[config.mk]
export PLATFORM = sky130hd
export DESIGN_NAME = sm_job_dispatcher
export DESIGN_NICKNAME = d
export VERILOG_FILES = /design/src/rtl/gpu_pkg.sv /design/src/rtl/job_fifo.sv /design/src/rtl/sm_job_dispatcher.sv
export SDC_FILE = /design/constraint.sdc
export NUM_CORES = 1
export LEC_CHECK = 0
export BUFFER_PORTS_ARGS = -buffer_cell sky130_fd_sc_hd__buf_2
export CORE_MARGIN = 2
export CORE_UTILIZATION = 57
export CTS_CLUSTER_DIAMETER = 100
export DETAILED_ROUTE_END_ITERATION = 8
export PLACE_DENSITY_LB_ADDON = 0.25
export SLEW_MARGIN = 10
export SYNTH_ARGS = -nofsm -noshare
export SYNTH_HDL_FRONTEND = slang
export SYNTH_SLANG_ARGS = --single-unit
[constraint.sdc]
create_clock -name clk -period 3.2 [get_ports clk]
set_input_delay 0.64 -clock clk [delete_from_list [all_inputs] [get_ports clk]]
set_output_delay 0.64 -clock clk [all_outputs]
set_load 0.01 [all_outputs]
[src/rtl/gpu_pkg.sv]
// Shared definitions for the tile-job dispatcher: job word field layout,
// dispatcher FSM encoding and a helper that assembles a job word.
package gpu_pkg;

  localparam int TEX_W = 8;
  localparam int SX_W  = 5;
  localparam int SY_W  = 5;
  localparam int Z_W   = 8;
  localparam int TX_W  = 6;
  localparam int TY_W  = 6;

  localparam int TEX_LSB = 0;
  localparam int SX_LSB  = TEX_LSB + TEX_W;
  localparam int SY_LSB  = SX_LSB + SX_W;
  localparam int Z_LSB   = SY_LSB + SY_W;
  localparam int TX_LSB  = Z_LSB + Z_W;
  localparam int TY_LSB  = TX_LSB + TX_W;
  localparam int JOB_W   = TY_LSB + TY_W;

  typedef enum logic [1:0] {
    S_RUN   = 2'd0,
    S_DRAIN = 2'd1,
    S_DONE  = 2'd2
  } state_e;

  function automatic logic [JOB_W-1:0] job_pack(
    input logic [TY_W-1:0]  tile_y,
    input logic [TX_W-1:0]  tile_x,
    input logic [Z_W-1:0]   pos_z,
    input logic [SY_W-1:0]  start_y,
    input logic [SX_W-1:0]  start_x,
    input logic [TEX_W-1:0] texture_idx
  );
    job_pack = {tile_y, tile_x, pos_z, start_y, start_x, texture_idx};
  endfunction

endpackage

[src/rtl/job_fifo.sv]
// Synchronous job buffer; the head word is visible combinationally so the
// dispatcher can register it on the same edge that pops it.
module job_fifo #(
  parameter int WIDTH = 39,
  parameter int DEPTH = 4
) (
  input  logic             clk,
  input  logic             reset_n,
  input  logic             push_i,
  input  logic             pop_i,
  input  logic [WIDTH-1:0] data_i,
  output logic [WIDTH-1:0] head_o,
  output logic             full_o,
  output logic             empty_o
);

  localparam int AW = $clog2(DEPTH);

  logic [WIDTH-1:0] mem_q [DEPTH];
  logic [AW:0]      wr_ptr_q;
  logic [AW:0]      rd_ptr_q;

  // Extra MSB on each pointer distinguishes full from empty when indices match.
  assign empty_o = (wr_ptr_q == rd_ptr_q);
  assign full_o  = (wr_ptr_q[AW] != rd_ptr_q[AW]) &&
                   (wr_ptr_q[AW-1:0] == rd_ptr_q[AW-1:0]);
  assign head_o  = mem_q[rd_ptr_q[AW-1:0]];

  always_ff @(posedge clk or negedge reset_n) begin
    if (!reset_n) begin
      wr_ptr_q <= '0;
      rd_ptr_q <= '0;
    end else begin
      if (push_i && !full_o) wr_ptr_q <= wr_ptr_q + 1'b1;
      if (pop_i && !empty_o) rd_ptr_q <= rd_ptr_q + 1'b1;
    end
  end

  always_ff @(posedge clk) begin
    if (push_i && !full_o) mem_q[wr_ptr_q[AW-1:0]] <= data_i;
  end

endmodule

[src/rtl/sm_job_dispatcher.sv]
// Buffers tile render jobs and hands them round-robin to idle shading units,
// tracking per-unit ownership and signalling when a whole frame has retired.
module sm_job_dispatcher #(
  parameter int NUM_SM     = 4,
  parameter int FIFO_DEPTH = 4,
  parameter int JOB_W      = gpu_pkg::JOB_W
) (
  input  logic              clk,
  input  logic              reset_n,
  input  logic              i_enable,
  input  logic              i_job_valid,
  output logic              o_job_ready,
  input  logic [JOB_W-1:0]  i_job_data,
  input  logic              i_job_last,
  output logic [NUM_SM-1:0] o_sm_start,
  output logic [JOB_W-1:0]  o_sm_job,
  input  logic [NUM_SM-1:0] i_sm_done,
  output logic [NUM_SM-1:0] o_busy_mask,
  output logic              o_frame_done,
  output logic [7:0]        o_frame_cnt,
  output logic              o_err
);

  import gpu_pkg::*;

  localparam int RR_W = $clog2(NUM_SM);

  state_e            state_q, state_d;
  logic [NUM_SM-1:0] busy_q, busy_d;
  logic [NUM_SM-1:0] start_q, start_d;
  logic [JOB_W-1:0]  job_q, job_d;
  logic [RR_W-1:0]   rr_q, rr_d;
  logic              frame_done_q, frame_done_d;
  logic [7:0]        frame_cnt_q, frame_cnt_d;
  logic              err_q, err_d;
  logic              last_out_q, last_out_d;

  logic              fifo_full, fifo_empty;
  logic [JOB_W:0]    fifo_head;
  logic              accept, dispatch;
  logic              hi_found, lo_found;
  logic [RR_W-1:0]   hi_idx, lo_idx, grant_idx;

  assign o_job_ready = i_enable & ~fifo_full & (state_q == S_RUN);
  assign accept      = i_job_valid & o_job_ready;

  job_fifo #(
    .WIDTH (JOB_W + 1),
    .DEPTH (FIFO_DEPTH)
  ) u_fifo (
    .clk     (clk),
    .reset_n (reset_n),
    .push_i  (accept),
    .pop_i   (dispatch),
    .data_i  ({i_job_last, i_job_data}),
    .head_o  (fifo_head),
    .full_o  (fifo_full),
    .empty_o (fifo_empty)
  );

  // Scan downward so the last hit is the lowest index: hi_* is the first idle
  // unit at or after rr_q, lo_* the first idle unit overall (the wrap case).
  always_comb begin
    hi_found = 1'b0;
    lo_found = 1'b0;
    hi_idx   = '0;
    lo_idx   = '0;
    for (int k = NUM_SM - 1; k >= 0; k--) begin
      if (!busy_q[k]) begin
        lo_found = 1'b1;
        lo_idx   = RR_W'(k);
        if (k >= int'(rr_q)) begin
          hi_found = 1'b1;
          hi_idx   = RR_W'(k);
        end
      end
    end
  end

  assign grant_idx = hi_found ? hi_idx : lo_idx;
  assign dispatch  = i_enable & ~fifo_empty & lo_found;

  always_comb begin
    state_d      = state_q;
    busy_d       = busy_q & ~i_sm_done;
    start_d      = '0;
    job_d        = '0;
    rr_d         = rr_q;
    frame_done_d = 1'b0;
    frame_cnt_d  = frame_cnt_q;
    err_d        = err_q | (|(i_sm_done & ~busy_q));
    last_out_d   = last_out_q;

    if (dispatch) begin
      start_d = NUM_SM'(1) << grant_idx;
      busy_d  = busy_d | start_d;
      job_d   = fifo_head[JOB_W-1:0];
      rr_d    = (grant_idx == RR_W'(NUM_SM - 1)) ? '0 : grant_idx + 1'b1;
      if (fifo_head[JOB_W]) last_out_d = 1'b1;
    end

    case (state_q)
      S_RUN: begin
        if (accept && i_job_last) state_d = S_DRAIN;
      end
      S_DRAIN: begin
        if (fifo_empty && (busy_q == '0) && last_out_q) begin
          state_d      = S_DONE;
          frame_done_d = 1'b1;
          frame_cnt_d  = frame_cnt_q + 8'd1;
        end
      end
      S_DONE: begin
        state_d    = S_RUN;
        last_out_d = 1'b0;
      end
      default: state_d = S_RUN;
    endcase
  end

  always_ff @(posedge clk or negedge reset_n) begin
    if (!reset_n) begin
      state_q      <= S_RUN;
      busy_q       <= '0;
      start_q      <= '0;
      job_q        <= '0;
      rr_q         <= '0;
      frame_done_q <= 1'b0;
      frame_cnt_q  <= '0;
      err_q        <= 1'b0;
      last_out_q   <= 1'b0;
    end else begin
      state_q      <= state_d;
      busy_q       <= busy_d;
      start_q      <= start_d;
      job_q        <= job_d;
      rr_q         <= rr_d;
      frame_done_q <= frame_done_d;
      frame_cnt_q  <= frame_cnt_d;
      err_q        <= err_d;
      last_out_q   <= last_out_d;
    end
  end

  assign o_sm_start   = start_q;
  assign o_sm_job     = job_q;
  assign o_busy_mask  = busy_q;
  assign o_frame_done = frame_done_q;
  assign o_frame_cnt  = frame_cnt_q;
  assign o_err        = err_q;

endmodule

==> results.sh, run 1 <==
export IMPL_cts_tree="yes"
export IMPL_first_pass_iters=4
export IMPL_wl_per_cell_um=20.2
export IMPL_die_w_um=125
export IMPL_netlist_area_sq_mm=0.00834
export IMPL_die_h_um=125
export IMPL_yosysSeqAreaShare_pct=76.3
export IMPL_insertion_delay_ns=0.49
export IMPL_clockBufferDepth=3
export IMPL_arrival_ns=1.94
export IMPL_row_count=44
export IMPL_synth_cells=423
export IMPL_rsz0062_at_grt="false"
export IMPL_critPathMaxFanout=10
export IMPL_grt_max_degree=68
export IMPL_nets=601
export IMPL_viasPerCell=5.60
export IMPL_hpwl_um=8650
export IMPL_grt_usage_pct=19.6
export IMPL_antennaDiodeCount=0
export IMPL_worst_slew_pin_slew_ns=0.917
export IMPL_ys_types=39
export IMPL_grt_pass1_vias=4521
export IMPL_coreArea_sq_mm=0.0144
export IMPL_synth_ff_type="edfxtp_1"
export IMPL_synth_nets=480
export IMPL_hold_viol=0
export IMPL_ios=104
export IMPL_drc_errors=0
export IMPL_synthArstFlopShare_pct=30.0
export IMPL_ir_worst_vdd_mv=0.598
export IMPL_busiest_layer="met2"
export IMPL_hp_class="in -> async"
export IMPL_whs_ns=0.291
export IMPL_die_area_sq_mm=0.0156
export IMPL_gp_congestion=0.739
export IMPL_grtUsageMet1_pct=26.3
export IMPL_yosys_area_top_type="edfxtp_1"
export IMPL_n_fill_cell=946
export IMPL_first_iter_violations=210
export IMPL_cp_startpoint="u_fifo.rd_ptr_q[0]"
export IMPL_synth_edf_count=156
export IMPL_synthTopCellsByArea="edfxtp_1 56%, dfrtp_1 20%, mux4_2 11%"
export IMPL_cts_root_buf="clkbuf_16"
export IMPL_dpl_cell_area_sq_mm=0.00911
export IMPL_antenna_found_initial=0
export IMPL_syn2layout_area_growth_pct=17.8
export IMPL_io_buffer_count=103
export IMPL_vias=4163
export IMPL_slew_headroom_pct=38.8
export IMPL_drt_wl_total_um=15000
export IMPL_post_cts_buffers=0
export IMPL_overflow=0
export IMPL_min_period_over_period_pct=80.6
export IMPL_grt_pass1_wl_um=24000
export IMPL_cp_end_kind="output port"
export IMPL_tns_ns=0
export IMPL_start_kind="flip-flop"
export IMPL_path_class="reg -> out"
export IMPL_cts_resized=0
export IMPL_maxCapViolations=0
export IMPL_drtAntennaViolNets=0
export IMPL_fmax_ghz=0.388
export IMPL_power_density_mw_per_mm2=882
export IMPL_grt_met2_usage_pct=34.5
export IMPL_drive_above_1_share_pct=35.5
export IMPL_reg2reg_from="u_fifo.rd_ptr_q[0]"
export IMPL_status="completed"
export IMPL_finClkSkew_ns=0.0109
export IMPL_path_clk_slew_ns=0.06
export IMPL_met3_usage_pct=3.25
export IMPL_ys_warn_count=0
export IMPL_htree_levels=1
export IMPL_synth_top_area_share_pct=56.2
export IMPL_finalSetupViolCount=0
export IMPL_final_area_sq_mm=0.00982
export IMPL_finalCriticalPeriod_ns=2.58
export IMPL_cp_required_ns=2.56
export IMPL_clock_sinks=223
export IMPL_postCtsHoldBufs=0
export IMPL_initial_core_util_pct=57.8
export IMPL_drv_slew=0
export IMPL_cts_buffers=22
export IMPL_ys_seq_elements=223
export IMPL_avgSynthCellArea_sq_um=19.7
export IMPL_leakage_nw=3.86
Yosys cell counts, types with 2 or more instances:
cell type	instances
clkbuf_1	5
mux4_2	39
xnor2_1	8
nor4_1	4
a21oi_1	2
nand2_1	15
edfxtp_1	156
inv_1	12
a21o_1	4
xor2_1	7
nor2b_1	2
dfrtp_1	67
nand3_1	3
nor2_1	2
o21ai_0	3
nand4_1	4
o22ai_1	2
and2_1	47
nor3_2	2
buf_2	10
ha_1	10
o21ai_1	2
critical path, cell delays in order (launching register included):
cell     delay (ns)
dfrtp_4        0.57
xnor2_1        0.20
nand2_1        0.13
nor2_1         0.05
nor4b_1        0.31
buf_2          0.20
flip-flops by register name, summed over array words and instances (netlist names):
signal / cells
o_sm_start: 4
rr_q: 2
o_frame_done: 1
last_out_q: 1
o_frame_cnt: 8
u_fifo.wr_ptr_q: 3
o_err: 1
u_fifo.rd_ptr_q: 3
o_sm_job: 38
o_busy_mask: 4
u_fifo.mem_q: 156
state_q: 2
cell type report:
type | count | area, sq um | share of cell area, %
clock buffer | 27 | 601 | 6.12
timing repair buffer | 112 | 598 | 6.09
multi-input combinational | 173 | 1870 | 19.0
sequential | 223 | 6370 | 64.8
tap | 184 | 230 | 2.34
clock inverter | 13 | 111 | 1.13
inverter | 12 | 45.0 | 0.459
final timing paths:
kind | to | slack, ns | cells past startpoint
worst min register to register | o_frame_cnt[7] | 0.47 | 1
worst min-delay path | o_err | 0.29 | 1
worst max-delay path | o_job_ready | 0.62 | 5
min in group clk | u_fifo.mem_q[0][34] | 0.36 | 1
worst max register to register | u_fifo.mem_q[0][13] | 1.01 | 4
max in group asynchronous | u_fifo.rd_ptr_q[0] | 2.23 | 1
cell usage in the layout (no fill, tap or decap), types with 3 or more instances in the layout:
cell         n
and2_1      43
xor2_1       7
nand2_1     15
nor4_1       4
clkinv_2     5
clkinv_1     5
clkbuf_1     3
and2_2       4
dfrtp_1     65
inv_1       12
clkbuf_16   23
buf_4        9
mux4_2      39
ha_1        10
o21ai_0      3
a21o_1       4
edfxtp_1   156
nand3_1      3
nand4_1      4
xnor2_1      8
buf_2      102
per-stage QoR:
step	worst slack, ns	utilization, %	total power [W]	instances
after floorplan	0.722	-	0.00549	423
after global placement	0.947	63.2	0.00618	704
after detailed placement	0.900	63.2	0.00625	704
after CTS	0.615	68.1	0.00878	744
after global routing	0.389	68.1	0.00913	744
final	0.621	68.1	0.00866	744
report_power, final:
group	internal, W	switching, W
clock network	0.00149	0.00101
logic	0.00106	0.00120
registers	0.00362	0.000284
total	0.00617	0.00249
routing by layer:
| metal | routed length, um | vias up |
|---|---|---|
| met5 | 0 | - |
| met3 | 683 | 17 |
| li1 | - | 1861 |
| met4 | 204 | 0 |
| met1 | 6290 | 2167 |
| met2 | 7820 | 118 |
cell families (layout without fill, tap and decap cells):
group	Yosys count	after routing	synth area share, %
AOI/OAI and AO/OA	19	19	1.86
adders and majority gates	10	10	1.50
buffers and inverters	27	164	1.37
xor gates and xnor gates	17	17	1.97
muxes	41	41	10.8
DFF	223	223	76.3
and+or+nand+nor	86	86	6.23
No activity file was read; power rests on OpenSTA's default activity.
==> inputs of run 2 (changes only) <==
clock period = 2.7 ns   (was 3.2 ns; I/O delays follow)
==> run 2 against run 1 <==
Net effect: clock skew barely moved; utilization rose by 0.31 points; non-clock buffer count did not move; largest cell class unchanged; largest power group unchanged.
==> results.sh, run 2 (synthesis gave the netlist of run 1 again) <==
export IMPL_overflow=0
export IMPL_hold_viol=0
export IMPL_drtAntennaViolNets=0
export IMPL_wl_per_cell_um=19.5
export IMPL_clock_sinks=223
export IMPL_p_total_w=0.0104
export IMPL_cts_buffers=23
export IMPL_finalSetupViolCount=0
export IMPL_initial_core_util_pct=57.8
export IMPL_clockBufferDepth=3
export IMPL_ff2ff_setup_slack_ns=0.64
export IMPL_nets=602
export IMPL_tns_ns=0
export IMPL_worst_slew_pin_slew_ns=0.874
export IMPL_grt_usage_pct=19.2
export IMPL_start_kind="flip-flop"
export IMPL_hpwl_um=8370
export IMPL_drive_above_1_share_pct=35.7
export IMPL_fmax_ghz=0.403
export IMPL_path_class="reg -> out"
export IMPL_power_density_mw_per_mm2=1050
export IMPL_n_fill_cell=941
export IMPL_die_h_um=125
export IMPL_status="completed"
export IMPL_regArea_sq_mm=0.00637
export IMPL_finalCriticalPeriod_ns=2.48
export IMPL_grt_pass1_vias=4396
export IMPL_cp_end_kind="output port"
export IMPL_antenna_found_initial=0
export IMPL_vias=4089
export IMPL_drt_wl_total_um=14500
export IMPL_slew_headroom_pct=41.7
export IMPL_leakage_nw=3.87
export IMPL_drv_slew=0
export IMPL_maxCapViolations=0
export IMPL_htree_levels=1
export IMPL_mostFrequentLayoutCell="edfxtp_1"
export IMPL_post_cts_buffers=0
export IMPL_cts_root_buf="clkbuf_16"
export IMPL_syn2layout_area_growth_pct=18.3
export IMPL_die_area_sq_mm=0.0156
export IMPL_finClkSkew_ns=0.0109
export IMPL_grt_pass1_wl_um=23300
export IMPL_hp_class="in -> async"
export IMPL_viasPerCell=5.49
export IMPL_insertion_delay_ns=0.49
export IMPL_arrival_ns=1.94
export IMPL_cp_required_ns=2.16
export IMPL_multi_input_area_sq_mm=0.00187
export IMPL_first_pass_iters=4
export IMPL_cts_tree="yes"
export IMPL_ios=104
export IMPL_layout_common_cells="156 x edfxtp_1, 102 x buf_2, 65 x dfrtp_1"
export IMPL_coreArea_sq_mm=0.0144
export IMPL_row_count=44
export IMPL_gp_congestion=0.744
export IMPL_first_iter_violations=247
export IMPL_rsz0062_at_grt="false"
export IMPL_postCtsHoldBufs=0
export IMPL_die_w_um=125
export IMPL_min_period_over_period_pct=91.9
export IMPL_largest_register_ffs=156
export IMPL_cts_resized=0
export IMPL_ir_worst_vdd_mv=0.643
export IMPL_path_clk_slew_ns=0.06
export IMPL_antennaDiodeCount=0
export IMPL_critPathMaxFanout=4
export IMPL_grt_max_degree=68
export IMPL_drc_errors=0
export IMPL_io_buffer_count=103
[run 2: worst paths after layout]
kind	start	to	cells past startpoint
hold / removal	reset_n	o_sm_job[29]	1
hold reg to reg	o_frame_cnt[7]	o_frame_cnt[7]	1
max in group asynchronous	reset_n	u_fifo.rd_ptr_q[0]	1
min in group clk	i_job_data[13]	u_fifo.mem_q[2][13]	1
setup / recovery	u_fifo.rd_ptr_q[0]	o_job_ready	5
setup reg to reg	u_fifo.rd_ptr_q[0]	u_fifo.mem_q[3][19]	4
[run 2: report_power, final]
| part | switching (W) | internal (W) | total, W |
|---|---|---|---|
| Sequential | 0.000291 | 0.00429 | 0.00458 |
| Clock | 0.00119 | 0.00187 | 0.00306 |
| Combinational | 0.00146 | 0.00127 | 0.00273 |
[run 2: layout make-up]
cell class | count | area share [%]
flip-flops and latches | 223 | 64.5
multi-input cells | 173 | 18.9
repair buffers | 112 | 6.19
inverters | 12 | 0.457
clock buffers | 28 | 6.13
well taps | 184 | 2.33
clock inverters | 13 | 1.42
[run 2: per-layer routing]
layer,vias up,global-route usage [%],wire length (um)
li1,1858,-,-
met1,2097,26.2,5970
met2,117,32.9,7550
met3,17,3.29,755
met4,0,5.16,219
met5,-,0,0
[run 2: through the flow]
step / hold slack, ns / area, sq um / utilization (%) / setup slack (ns) / instances
4_1_cts: 0.217 / 9870 / 68.4 / 0.180 / 745
6_report: 0.176 / 9870 / 68.4 / 0.218 / 745
2_1_floorplan: 0.244 / 8340 / - / 0.271 / 423
5_1_grt: 0.252 / 9870 / 68.4 / 0.0796 / 745
3_5_place_dp: 0.456 / 9120 / 63.2 / 0.533 / 704
3_3_place_gp: 0.448 / 9120 / 63.2 / 0.589 / 704
[run 2: critical path, stage by stage (launching register included)]
cell,delay [ns]
dfrtp_4,0.50
xnor2_1,0.18
nand2_1,0.14
nor2_1,0.07
nor4b_1,0.36
buf_2,0.21
